===== src/rtl/fetch_stage_pkg.sv =====
// Shared pipeline definitions: reset PC, NOP encoding, jump opcodes and the IF/ID record.
package fetch_stage_pkg;

  localparam logic [31:0] RESET_PC_DEF  = 32'h0000_0000;
  localparam logic [31:0] NOP_INSTR_DEF = 32'h0000_0000;  // sll $0,$0,0
  localparam logic [5:0]  OP_J          = 6'b000010;
  localparam logic [5:0]  OP_JAL        = 6'b000011;

  typedef struct packed {
    logic [31:0] instr;
    logic [31:0] pc4;
    logic        vld;
  } ifid_t;

  typedef enum logic [1:0] {
    NPC_SEQ,
    NPC_HOLD,
    NPC_JUMP,
    NPC_BRANCH
  } npc_sel_e;

  function automatic logic is_jump_op(input logic [5:0] op);
    return (op == OP_J) || (op == OP_JAL);
  endfunction

endpackage


===== src/rtl/fetch_stage_if_id_reg.sv =====
// IF/ID pipeline register: flush beats load, otherwise hold.
module if_id_reg
  import fetch_stage_pkg::*;
#(
  parameter logic [31:0] NOP_INSTR = NOP_INSTR_DEF
) (
  input  logic  Clk,
  input  logic  Reset,
  input  logic  load_i,
  input  logic  flush_i,
  input  ifid_t d_i,
  output ifid_t q_o
);

  ifid_t ifid_q, ifid_d;

  always_comb begin
    ifid_d = ifid_q;
    if (flush_i)     ifid_d = '{instr: NOP_INSTR, pc4: 32'h0, vld: 1'b0};
    else if (load_i) ifid_d = d_i;
  end

  always_ff @(posedge Clk or posedge Reset) begin
    if (Reset) ifid_q <= '{instr: NOP_INSTR, pc4: 32'h0, vld: 1'b0};
    else       ifid_q <= ifid_d;
  end

  assign q_o = ifid_q;

endmodule


===== src/rtl/fetch_stage.sv =====
// Instruction fetch: PC register, next-PC selection, IF/ID register and fetch counter.
module fetch_stage
  import fetch_stage_pkg::*;
#(
  parameter logic [31:0] RESET_PC  = RESET_PC_DEF,
  parameter logic [31:0] NOP_INSTR = NOP_INSTR_DEF
) (
  input  logic        Clk,
  input  logic        Reset,
  input  logic        Stall,
  input  logic        BranchTaken,
  input  logic [31:0] BranchTarget,
  input  logic        Jump,
  input  logic [25:0] JumpIndex,
  output logic [31:0] InstrAddr,
  input  logic [31:0] InstrData,
  output logic [31:0] IFID_Instruction,
  output logic [31:0] IFID_PCPlus4,
  output logic        IFID_Valid,
  output logic [31:0] FetchCount
);

  logic [31:0] pc_q, pc_d, pc_plus4;
  logic [31:0] cnt_q, cnt_d;
  npc_sel_e    npc_sel;
  logic        redirect, load;
  ifid_t       ifid_d, ifid_q;

  assign pc_plus4 = pc_q + 32'd4;
  assign redirect = BranchTaken | Jump;
  assign load     = ~redirect & ~Stall;

  always_comb begin
    npc_sel = NPC_SEQ;
    if (BranchTaken) npc_sel = NPC_BRANCH;
    else if (Jump)   npc_sel = NPC_JUMP;
    else if (Stall)  npc_sel = NPC_HOLD;
  end

  // Jump region comes from the jump's own PC+4, which sits in IF/ID.
  always_comb begin
    pc_d = pc_plus4;
    unique case (npc_sel)
      NPC_BRANCH: pc_d = {BranchTarget[31:2], 2'b00};
      NPC_JUMP:   pc_d = {ifid_q.pc4[31:28], JumpIndex, 2'b00};
      NPC_HOLD:   pc_d = pc_q;
      default:    pc_d = pc_plus4;
    endcase
  end

  assign cnt_d = load ? cnt_q + 32'd1 : cnt_q;

  always_ff @(posedge Clk or posedge Reset) begin
    if (Reset) begin
      pc_q  <= RESET_PC;
      cnt_q <= 32'h0;
    end else begin
      pc_q  <= pc_d;
      cnt_q <= cnt_d;
    end
  end

  assign ifid_d = '{instr: InstrData, pc4: pc_plus4, vld: 1'b1};

  if_id_reg #(.NOP_INSTR(NOP_INSTR)) u_if_id (
    .Clk     (Clk),
    .Reset   (Reset),
    .load_i  (load),
    .flush_i (redirect),
    .d_i     (ifid_d),
    .q_o     (ifid_q)
  );

  assign InstrAddr        = pc_q;
  assign IFID_Instruction = ifid_q.instr;
  assign IFID_PCPlus4     = ifid_q.pc4;
  assign IFID_Valid       = ifid_q.vld;
  assign FetchCount       = cnt_q;

endmodule


===== config.mk =====
export PLATFORM = sky130hd
export DESIGN_NAME = fetch_stage
export DESIGN_NICKNAME = d
export VERILOG_FILES = /design/src/rtl/fetch_stage_pkg.sv /design/src/rtl/fetch_stage_if_id_reg.sv /design/src/rtl/fetch_stage.sv
export SDC_FILE = /design/constraint.sdc
export NUM_CORES = 1
export LEC_CHECK = 0
export ABC_AREA = 1
export CAP_MARGIN = 40
export CORE_UTILIZATION = 49
export DETAILED_ROUTE_END_ITERATION = 10
export PLACE_DENSITY_LB_ADDON = 0.12
export SETUP_SLACK_MARGIN = 0.02
export SYNTH_ARGS = -nofsm -noshare
export SYNTH_HDL_FRONTEND = slang
export SYNTH_SLANG_ARGS = --single-unit

===== constraint.sdc =====
create_clock -name Clk -period 11.45 [get_ports Clk]
set_clock_uncertainty 0.2 [all_clocks]
set_input_delay 2.8625 -clock Clk [delete_from_list [all_inputs] [get_ports Clk]]
set_output_delay 2.8625 -clock Clk [all_outputs]
set_load 0.01 [all_outputs]

==> impl_metrics.csv, run 1 <==
group,metric,value,unit
power_and_ir_drop,power.switching,0.0003407,W
critical_path,crit_cells,11,
synth,synth-edff-count,0,
power_and_ir_drop,intPower,0.0009097,W
synth,synth-seq-cells,125,
power_and_ir_drop,power_density,135.8,nW/um^2
critical_path,ff2ff_setup_slack,9430,ps
placement,gp_congestion,0.9207,
power_and_ir_drop,seqPwrFrac,40.8,%
synth,yosys-top-cells-area,"dfrtp_1, nand2_1, nor2_1",
synth,yosysWarnings,0,
die,fp-row-count,41,
global_route,grt_max_degree,94,
global_route,antenna_found_initial,0,
critical_path,critical_path.max_stage_delay,720,ps
power_and_ir_drop,ir_drop,0.00008322,V
clock_network,worstSkewPairLatency,420,ps
synth,synth_top_area_share,49.63,%
outcome,status,"finished clean",
placement,io_buffers,217,
critical_path,arrival,6180,ps
timing,finalCritPeriodShare,52.79,%
synth,avgSynthCellArea,8.540,sq um
timing,hold_viol,0,
detailed_routing,dr.pass1.iters,5,
critical_path,worstSetupEndpointType,"flip-flop",
critical_path,path_max_fanout,93,
synth,yosysMostFrequentCell,"nand2_1",
timing,worst_slew_pin_slew,922.8,ps
timing,setup_violations,0,
critical_path,cpMostUsedCell,"buf_4",
clock_network,numCtsBuffers,17,
detailed_routing,dr_total_vias,6058,
critical_path,r2r_start,"InstrAddr[2]$_DFFE_PP0P_",
detailed_routing,vias_per_cell,5.328,
die,core_area,12570,sq um
die,die_area,13320,sq um
detailed_routing,postRouteAntennaNets,0,
clock_network,clock_sinks,125,
clock_network,cts_root_buf,"clkbuf_16",
power_and_ir_drop,leakagePower,4.074,nW
power_and_ir_drop,power_frac_clock,42.4,%
job,drv_cap,0,
die,io_pins,224,
synth,syn_area,6302,sq um
critical_path,startpoint,"BranchTaken",
detailed_routing,wl_per_cell,16.10,microns
die,start_util,50.14,%
global_route,grt_pass1_wl,28880,microns
global_route,grtUsageTotal,28.26,%
timing,fin_crit,6044,ps
power_and_ir_drop,switching_share,27.25,%
timing,max_freq,165.5,MHz
synth,ys_seq_area_share,49.63,%
die,die_y,115.4,microns
die,die_width,115.4,microns
clock_network,cts_max_level,4,
cells_and_area,fin_nets,1049,
clock_network,cts_setup_buffers,0,
clock_network,cts_hold_buf,0,
synth,synth_area_leader_cell,"dfrtp_1",
synth,synth.distinct_cells,37,
placement,dpl.hpwl,13200,microns
critical_path,criticalPathCategory,"input port to flip-flop",
power_and_ir_drop,p_comb_share,16.8,%
critical_path,crit_buf_inv,6,
detailed_routing,drt_wl_total,18310,microns
power_and_ir_drop,p_total,0.001250,W
clock_network,post_cts_resized,0,
critical_path,path_cells,"clkdlybuf4s50_1, buf_4, nor2_8, inv_2, nor2_4, buf_4, inv_1, buf_4, nand2_1, a21oi_1, a22oi_1",
worst_hold_path,hp-class,"flip-flop to flip-flop",
critical_path,startpoint_type,"input port",
global_route,grt_pass1_vias,5801,
critical_path,worst_path_dominant_cell_family,"buffers and inverters",
synth,async_flop_share,100.0,%
cells_and_area,num_antenna_cells,0,
critical_path,reg2reg_to,"u_if_id.q_o[29]$_DFFE_PP0P_",
critical_path,endpoint,"InstrAddr[16]$_DFFE_PP0P_",
timing,rsz0062_at_grt,"false",
critical_path,crit_required,11580,ps
critical_path,critPathSlowestCell,"buf_4",
cells_and_area,drive_above_1_share,6.839,%
critical_path,reg2reg_depth,9,
synth,ys.flop_type,"dfrtp_1",
global_route,overflow,0,
detailed_routing,drcViolationCount,0,
detailed_routing,drtIter0Drc,505,
clock_network,cts.clk_slew.worst_paths,60,ps
synth,netlist_top_cells_count,"nand2_1, dfrtp_1, nor2_1, inv_1, nand3_1",
timing,fin_tns_setup,0,ps
clock_network,clk_path_buf_depth,2,
timing,slew_headroom,38.48,%
timing,slew_viol_final,0,
cells_and_area,syn2layout_area_growth,46.10,%
synth,netlist_instances,738,
clock_network,cts_tree,"yes",
power by group through the flow:
stage	Clock [W]	Combinational [W]	Sequential, W
after floorplan	0	0.0000794	0.000523
after global placement	0	0.000204	0.000516
after detailed placement	0	0.000209	0.000517
after CTS	0.000535	0.000211	0.000510
after global routing	0.000557	0.000227	0.000515
final	0.000530	0.000210	0.000511
metal layers:
layer | global-route usage, % | routed length [microns]
met5 | 0 | 0
met4 | 8.571 | 190
met3 | 7.374 | 1277
met2 | 45.83 | 8898
met1 | 37.29 | 7942
worst min-delay path, stage by stage, from the launching register on:
cell	delay, ps
dfrtp_1	340
nand2_1	50
o21ai_0	60
sequential cells by signal, indices dropped and copies added (netlist names):
signal       flops
FetchCount      32
InstrAddr       30
u_if_id.q_o     63
layout by cell type (no fill, tap or decap), drive strengths merged:
cell and n:
xnor2 15, inv 61, clkinvlp 3, a22o 32, xor2 12, nand2 190, bufinv 2, ha 2
a31oi 12, nor2 91, conb 4, a221oi 11, clkinv 7, nand3 57, clkbuf 19, nor3 8
nand4 6, or2 1, o21bai 7, a22oi 19, a32oi 1, o21ai 34, buf 7, clkdlybuf4s50 217
and2 2, nand3b 3, dfrtp 125, a21oi 17
worst min-delay path by stage:
stage | depth (start not counted) | startpoint | endpoint | slack, ps
finish | 2 | u_if_id.q_o[27]$_DFFE_PP0P_ | u_if_id.q_o[27]$_DFFE_PP0P_ | 280
global route | 2 | u_if_id.q_o[24]$_DFFE_PP0P_ | u_if_id.q_o[24]$_DFFE_PP0P_ | 300
CTS | 2 | u_if_id.q_o[27]$_DFFE_PP0P_ | u_if_id.q_o[27]$_DFFE_PP0P_ | 290
detailed placement | 2 | u_if_id.q_o[27]$_DFFE_PP0P_ | u_if_id.q_o[27]$_DFFE_PP0P_ | 270
global placement | 2 | u_if_id.q_o[27]$_DFFE_PP0P_ | u_if_id.q_o[27]$_DFFE_PP0P_ | 270
floorplan | 2 | u_if_id.q_o[10]$_DFFE_PP0P_ | u_if_id.q_o[10]$_DFFE_PP0P_ | 320
per-stage QoR:
step           instances  instance area, sq um  util [%]  hold WS [ps]  setup WS, ps
5_1_grt             1137                  9208     73.26         303.0          5188
3_5_place_dp        1105                  8623     68.61         273.7          5019
2_1_floorplan        741                  6314         -         318.7          5060
4_1_cts             1137                  9208     73.26         287.0          5439
3_3_place_gp        1103                  8581     68.27         268.0          5056
6_report            1137                  9208     73.26         282.2          5406
logic make-up (layout without fill, tap and decap cells):
logic type	after synthesis	in the layout	synth area share [%]
AOI/OAI and AO/OA	133	133	14.45
xor gates and xnor gates	27	27	3.752
and+or+nand+nor	358	358	25.49
adders and majority gates	2	2	0.3970
DFF	125	125	49.63
other	1	4	0.05950
buffers and inverters	92	316	6.214
cell type report:
type	instances	area, sq um
Clock buffer	19	442.9
Clock inverter	13	141.4
Fill cell	924	3361
Inverter	60	229.0
Multi-Input combinational cell	524	2799
Sequential cell	125	3128
Tap cell	172	215.2
Timing Repair Buffer	224	2252
Note: power is estimated with default switching activity, not from simulation.
==> inputs of run 2 (changes only) <==
Settings changed: CORE_UTILIZATION 49 to 41.
Clock period 11.45 ns to 5.1 ns, I/O delays scaled along.
==> run 2 against run 1 <==
Against the previous run: utilization decreased by 11 points; wire length fell by 2.5%; die area up 19%; via count decreased by 2.2%; cell area grew 0.15%; flip-flop and latch count did not move; clock power grew 120%; first-iteration DRC count is 30% lower; register-to-register slack got worse by 6300 ps; sequential power rose by 130%; critical path type unchanged.
==> impl_metrics.csv, run 2 (synthesis gave the netlist of run 1 again) <==
group,metric,value,unit
clock_network,worstSkewPairLatency,410,ps
critical_path,arrival,3840,ps
die,start_util,42.72,%
critical_path,criticalPathCategory,"input port to flip-flop",
clock_network,post_cts_resized,0,
die,core_area,14750,sq um
critical_path,crit_cells,10,
critical_path,path_cells,"clkdlybuf4s50_1, nor2_8, nand2_4, clkinv_2, nand3_4, nor2_4, nand2_1, nor2_1, nand2_1, nand2_1",
outcome,status,"finished clean",
die,die_y,126.0,microns
worst_hold_path,hold_path_depth,2,
die,die_width,126.0,microns
critical_path,endpoint,"FetchCount[27]$_DFFE_PP0P_",
timing,fin_tns_setup,0,ps
worst_hold_path,hp-class,"flip-flop to flip-flop",
critical_path,reg2reg_to,"InstrAddr[30]$_DFFE_PP0P_",
cells_and_area,fill_cells,1289,
power_and_ir_drop,p_total,0.002757,W
clock_network,clock_sinks,125,
detailed_routing,vias_per_cell,5.147,
timing,fin_crit,3689,ps
detailed_routing,drcViolationCount,0,
critical_path,reg2reg_depth,9,
die,die_area,15870,sq um
cells_and_area,drive_above_1_share,7.032,%
detailed_routing,dr_total_vias,5924,
critical_path,crit_buf_inv,2,
clock_network,cts.clk_slew.worst_paths,50,ps
detailed_routing,postRouteAntennaNets,0,
critical_path,ff2ff_setup_slack,3150,ps
cells_and_area,mostFrequentLayoutCells,"clkdlybuf4s50_1, nand2_1, dfrtp_1, nor2_1",
critical_path,crit_required,5250,ps
detailed_routing,drtIter0Drc,351,
timing,setup_violations,0,
critical_path,startpoint_type,"input port",
cells_and_area,final_common_cell,"clkdlybuf4s50_1",
global_route,grtUsageTotal,23.23,%
power_and_ir_drop,leakagePower,4.083,nW
die,fp-row-count,44,
placement,dpl.hpwl,13000,microns
timing,hold_viol,0,
cells_and_area,final_util,62.50,%
critical_path,cpMostUsedCell,"nand2_1",
clock_network,cts_hold_buf,0,
cells_and_area,register_area,3128,sq um
clock_network,cts_setup_buffers,0,
clock_network,clk_path_buf_depth,2,
clock_network,numCtsBuffers,17,
global_route,overflow,0,
detailed_routing,wl_per_cell,15.51,microns
power_and_ir_drop,ir_drop,0.0002328,V
global_route,antenna_found_initial,0,
critical_path,worst_path_dominant_cell_family,"simple AND/OR/NAND/NOR gates",
placement,gp_congestion,0.8624,
critical_path,path_max_fanout,36,
global_route,grt_pass1_wl,29030,microns
power_and_ir_drop,power_density,299.0,nW/um^2
global_route,grt_max_degree,60,
timing,slew_viol_final,0,
timing,rsz0062_at_grt,"false",
detailed_routing,dr.pass1.iters,5,
clock_network,cts_tree,"yes",
critical_path,critical_path.max_stage_delay,760,ps
placement,io_buffers,217,
cells_and_area,multiInputGateArea,2799,sq um
timing,max_freq,271.1,MHz
clock_network,cts_root_buf,"clkbuf_16",
cells_and_area,largest_register_ff_count,63,
global_route,grt_pass1_vias,5594,
timing,slew_headroom,49.81,%
timing,worst_slew_pin_slew,752.9,ps
detailed_routing,drt_wl_total,17860,microns
cells_and_area,num_antenna_cells,0,
critical_path,worstSetupEndpointType,"flip-flop",
critical_path,startpoint,"BranchTaken",
die,io_pins,224,
critical_path,critPathSlowestCell,"clkdlybuf4s50_1",
cells_and_area,syn2layout_area_growth,46.32,%
clock_network,cts_max_level,4,
cells_and_area,stdcell_area,9221,sq um
timing,finalCritPeriodShare,72.33,%
critical_path,r2r_start,"InstrAddr[3]$_DFFE_PP0P_",
placement,dpl_cell_area,8658,sq um
cells_and_area,fin_nets,1051,
job,drv_cap,0,
[run 2: cell types whose count changed in the layout (fill, tap and decap cells not counted), sizes merged]
cell      previous run  this run
buf                  7         9
clkbuf              19        21
bufinv               2         1
clkinvlp             3         2
clkinv               7         9
inv                 61        59
[run 2: through the flow]
stage	std cells	hold slack (ps)	worst slack, ps
floorplan	741	318.7	297.4
global placement	1118	267.3	930.0
detailed placement	1119	272.4	953.6
CTS	1151	285.7	1383
global route	1151	314.3	1195
finish	1151	280.8	1411
[run 2: final cells by class]
type | count | share of cell area, %
inverter | 60 | 2.483
timing repair buffer | 226 | 24.64
tap | 184 | 2.497
multi-input combinational | 524 | 30.35
clock inverter | 11 | 1.004
clock buffer | 21 | 5.102
sequential | 125 | 33.92
[run 2: where the power goes]
| group | leakage, nW | switching [W] | internal (W) |
|---|---|---|---|
| registers | 1.65 | 0.0000872 | 0.00106 |
| clock network | 0.278 | 0.000435 | 0.000704 |
| logic | 2.15 | 0.000220 | 0.000250 |
| total | 4.08 | 0.000743 | 0.00201 |
[run 2: metal layers]
metal / wire (microns) / global-route usage [%]
met5: 0 / 0
met4: 149 / 5.315
met3: 1202 / 6.712
met2: 8181 / 36.14
met1: 8322 / 32.05
[run 2: worst register-to-register path, cell delays in order (launching register included)]
cell	delay [ps]
dfrtp_1	420
ha_1	210
nand2_1	90
nor2_2	140
nand2_2	190
nor2_1	240
nand2_1	80
nand2_1	60
nand3_1	100
a21oi_1	160
[run 2: how the worst min path moves through the flow]
stage	to	startpoint	slack, ps
after floorplan	u_if_id.q_o[10]$_DFFE_PP0P_	u_if_id.q_o[10]$_DFFE_PP0P_	320
after global placement	u_if_id.q_o[9]$_DFFE_PP0P_	u_if_id.q_o[9]$_DFFE_PP0P_	270
after detailed placement	u_if_id.q_o[16]$_DFFE_PP0P_	u_if_id.q_o[16]$_DFFE_PP0P_	270
after CTS	u_if_id.q_o[16]$_DFFE_PP0P_	u_if_id.q_o[16]$_DFFE_PP0P_	290
after global routing	u_if_id.q_o[21]$_DFFE_PP0P_	u_if_id.q_o[21]$_DFFE_PP0P_	310
final	u_if_id.q_o[16]$_DFFE_PP0P_	u_if_id.q_o[16]$_DFFE_PP0P_	280
